==> config.mk <==
export PLATFORM = sky130hd
export DESIGN_NAME = ltu_clk_div
export DESIGN_NICKNAME = d
export VERILOG_FILES = /design/src/rtl/ltu_pkg.sv /design/src/rtl/ltu_clk_div.sv
export SDC_FILE = /design/constraint.sdc
export NUM_CORES = 1
export LEC_CHECK = 0
export ABC_AREA = 1
export CORE_AREA = 2 2 39 41
export DETAILED_ROUTE_END_ITERATION = 8
export DIE_AREA = 0 0 41 43
export PLACE_DENSITY = 0.36
export SLEW_MARGIN = 20
export SYNTH_ARGS = -nofsm -noshare
export SYNTH_HDL_FRONTEND = slang
export SYNTH_SLANG_ARGS = --single-unit
export TNS_END_PERCENT = 10
==> constraint.sdc <==
create_clock -name clk -period 1.35 [get_ports clk]
set_input_delay 0.135 -clock clk [delete_from_list [all_inputs] [get_ports clk]]
set_output_delay 0.135 -clock clk [all_outputs]
set_load 0.03 [all_outputs]
==> src/rtl/ltu_pkg.sv <==
// Shared constants and helpers for the LTU clock-enable divider.
package ltu_pkg;

  localparam int LTU_DIVSEL_W = 2;
  localparam int LTU_CNT_W    = 3;

  // Terminal count of the period counter for a divide setting: N-1 with N = 2^s.
  function automatic logic [LTU_CNT_W-1:0] ltu_term_cnt(input logic [LTU_DIVSEL_W-1:0] s);
    logic [LTU_CNT_W-1:0] tc;
    tc = '0;
    case (s)
      2'd0: tc = 3'd0;
      2'd1: tc = 3'd1;
      2'd2: tc = 3'd3;
      2'd3: tc = 3'd7;
      default: tc = 3'd0;
    endcase
    return tc;
  endfunction

endpackage

==> src/rtl/ltu_clk_div.sv <==
// Programmable clock-enable divider: one-cycle ltu_tick every 1, 2, 4 or 8
// clk cycles. A new setting is only adopted on the closing tick edge of the
// current period, so periods are never truncated or stretched.
module ltu_clk_div
  import ltu_pkg::*;
(
  input  logic                    clk,
  input  logic                    reset,
  input  logic [LTU_DIVSEL_W-1:0] LTUCLKDIVSET,
  output logic [LTU_DIVSEL_W-1:0] LTUCLKDIVGET,
  output logic                    ltu_tick
);

  logic [LTU_DIVSEL_W-1:0] act;
  logic [LTU_CNT_W-1:0]    cnt;
  logic                    at_tc;

  // Terminal-count decode from registers only; SET has no path to the tick.
  always_comb begin
    at_tc = (cnt == ltu_term_cnt(act));
  end

  // Period counter and active setting move together, which keeps cnt <= N-1.
  always_ff @(posedge clk or posedge reset) begin
    if (reset) begin
      act <= '0;
      cnt <= '0;
    end else if (at_tc) begin
      act <= LTUCLKDIVSET;
      cnt <= '0;
    end else begin
      cnt <= cnt + 3'd1;
    end
  end

  // Tick is held low for the whole reset window, including mid-period
  // assertion, without waiting for a clock edge.
  always_comb begin
    LTUCLKDIVGET = act;
    ltu_tick     = at_tc & ~reset;
  end

endmodule

==> impl_metrics.ini <==
[cells_and_area]
fin_nets = 54
layout_common_cells = 11 x nand2_1, 5 x nor2_1, 4 x dfrtp_1, 4 x inv_1
final_common_cell = nand2_1
drive_gt1_share_pct = 29.2
area_growth_pct = 55.0
utilization_pct = 29.3
num_antenna_cells = 0

[clocking]
clock-root-buffer = clkbuf_4
htreeDepth = 1
cts_tree = built
cts_sinks = 5
cts_hold_buf = 0
cts_buffers = 3
clock_latency_ns = 0.24
clock_path_buffers = 2
path_clk_slew_ns = 0.04

[floorplan]
die_height_um = 43
die-area_mm2 = 0.00176
rows = 14
ios = 7
start_util_pct = 18.9
coreArea_mm2 = 0.00138
die_x_um = 41

[detailed_routing]
drt-pass1-iter-count = 2
detail_route.wirelength_um = 555
vias_per_cell = 3.80
routedWlPerCell_um = 8.67
drtAntennaViolNets = 0
num_vias = 243
drtIter0Drc = 3
drc = 0

[placement]
port_buffers = 6
place_hpwl_um = 396
gp_congestion = 0.672

[synth]
yosys.area.top_type = dfrtp_1
ys_ff_latch = 5
avgSynthCellArea_um2 = 7.47
synth-seq-area-share_pct = 47.8
synthTopCellsByArea = dfrtp_1 48%, nand2_1 16%, nor2_1 10%, inv_1 5.7%, ha_1 4.8%
yosysWarnings = 0
synth_area_um2 = 262
yosysTopAreaCellShare_pct = 47.8
synthesis.nets = 40
synthDistinctLibCells = 10
synthCells = 35

[sta]
final-max-slew-violation-count = 0
holdWs_ns = 0.181
relSlewSlack_pct = 80.3
setup_tns_ns = -0.102
fmax_mhz = 689
setup_viol = 1
hold_viol = 0
finalCritPeriodShare_pct = 108
setup_slack_ns = -0.102
fin_crit_ns = 1.45
fin_skew_ns = 0.00218
rsz0062_at_grt = yes
tightest_slew_ns = 0.297

[setup_path]
cp.required_ns = 1.22
reg2reg_depth = 8
end_kind = primary output
crit_type = reg2out
cpPeakStageDelay_ns = 0.41
crit_path_top_delay_cell = dfrtp_2
cp_cell_sequence = nand2_1 -> nand2_1 -> nand2_1 -> nor2_4 -> nand2_2 -> nor2_4 -> buf_6
cp.arrival_ns = 1.32
path_common_cell = nand2_1
rr_endpoint = LTUCLKDIVGET[0]
cp_max_fo = 6
r2r_slack_ns = 0.12
r2r_start = LTUCLKDIVGET[1]
critPathLaunchType = flop

[global_route]
grt_usage_pct = 8.39
grt_pass1_wl_um = 903
grt_overflow = 0
antenna_found_initial = 0
grt_max_degree = 7
grt_pass1_vias = 218

[outcome]
outcome = complete, but fails checks
violations = negative setup slack

[power_and_ir_drop]
vdd_drop_max_uv = 710
p_leak_nw = 0.212
power_density_mw_per_mm2 = 2940

[run]
cap_violations = 0

[worst_hold_path]
hp-class = in2async
flip-flops by register name, indices dropped and copies added (netlist names):
signal        count
LTUCLKDIVGET      2
cnt               3
report_power, final:
group	internal, W	switching, W
clock network	0.000111	0.0000539
logic	0.000316	0.000394
registers	0.000232	0.0000829
layout make-up:
cell class                      count  area, µm²
Inverter                            5       18.8
Fill cell                         162        978
Clock buffer                        4       26.3
Sequential cell                     5        126
Timing Repair Buffer                9       81.3
Multi-Input combinational cell     25        133
Tap cell                           16       20.0
metal layers:
layer  vias to the layer above  wire (µm)  track usage [%]
met1                       104        258             10.2
li1                        131          -                -
met5                         -          0                0
met3                         0         41             4.71
met2                         8        255             9.69
met4                         0          0             8.00
how the worst max path moves through the flow:
stage	end	start	slack, ns
6_report	ltu_tick	LTUCLKDIVGET[1]	-0.10
3_3_place_gp	ltu_tick	LTUCLKDIVGET[1]	0.1
5_1_grt	ltu_tick	LTUCLKDIVGET[1]	-0.21
2_1_floorplan	ltu_tick	LTUCLKDIVGET[0]	0.06
4_1_cts	ltu_tick	LTUCLKDIVGET[1]	-0.12
3_5_place_dp	ltu_tick	LTUCLKDIVGET[1]	0.08
kinds of logic (layout without fill, tap and decap cells):
group | after synthesis | count (layout) | share of synthesized area (%)
and+or+nand+nor | 23 | 23 | 36.8
adders and majority gates | 1 | 1 | 4.78
xor gates and xnor gates | 1 | 1 | 3.35
DFF | 5 | 5 | 47.8
buffers and inverters | 5 | 18 | 7.17
worst max-delay path, delay by kind of cell (launching register included):
kind	cells	cell delay (ns)
buf+inv	1	0.13
simple gates	6	0.54
flops	1	0.41
repair_timing:
action / in CTS / in global routing
endpoints found under the setup margin: 3 / 1
gates cloned: 0 / 0
gates resized for setup: 3 / 2
pin swaps: 2 / 2
setup buffers: 2 / 1
synthesized netlist by cell type:
library cell	number
dfrtp_1	5
ha_1	1
inv_1	4
inv_2	1
nand2_1	11
nand2_2	1
nand3_1	2
nor2_1	7
nor2_2	2
xnor2_1	1
through the flow:
stage | power, W | instance area (µm²) | std cells | setup slack [ns]
floorplan | 0.000731 | 270 | 35 | 0.0578
global placement | 0.000882 | 348 | 57 | 0.0953
detailed placement | 0.000893 | 348 | 57 | 0.0822
CTS | 0.00113 | 389 | 63 | -0.115
global route | 0.00132 | 405 | 64 | -0.209
finish | 0.00119 | 405 | 64 | -0.102
Note: power is estimated with default switching activity, not from simulation.
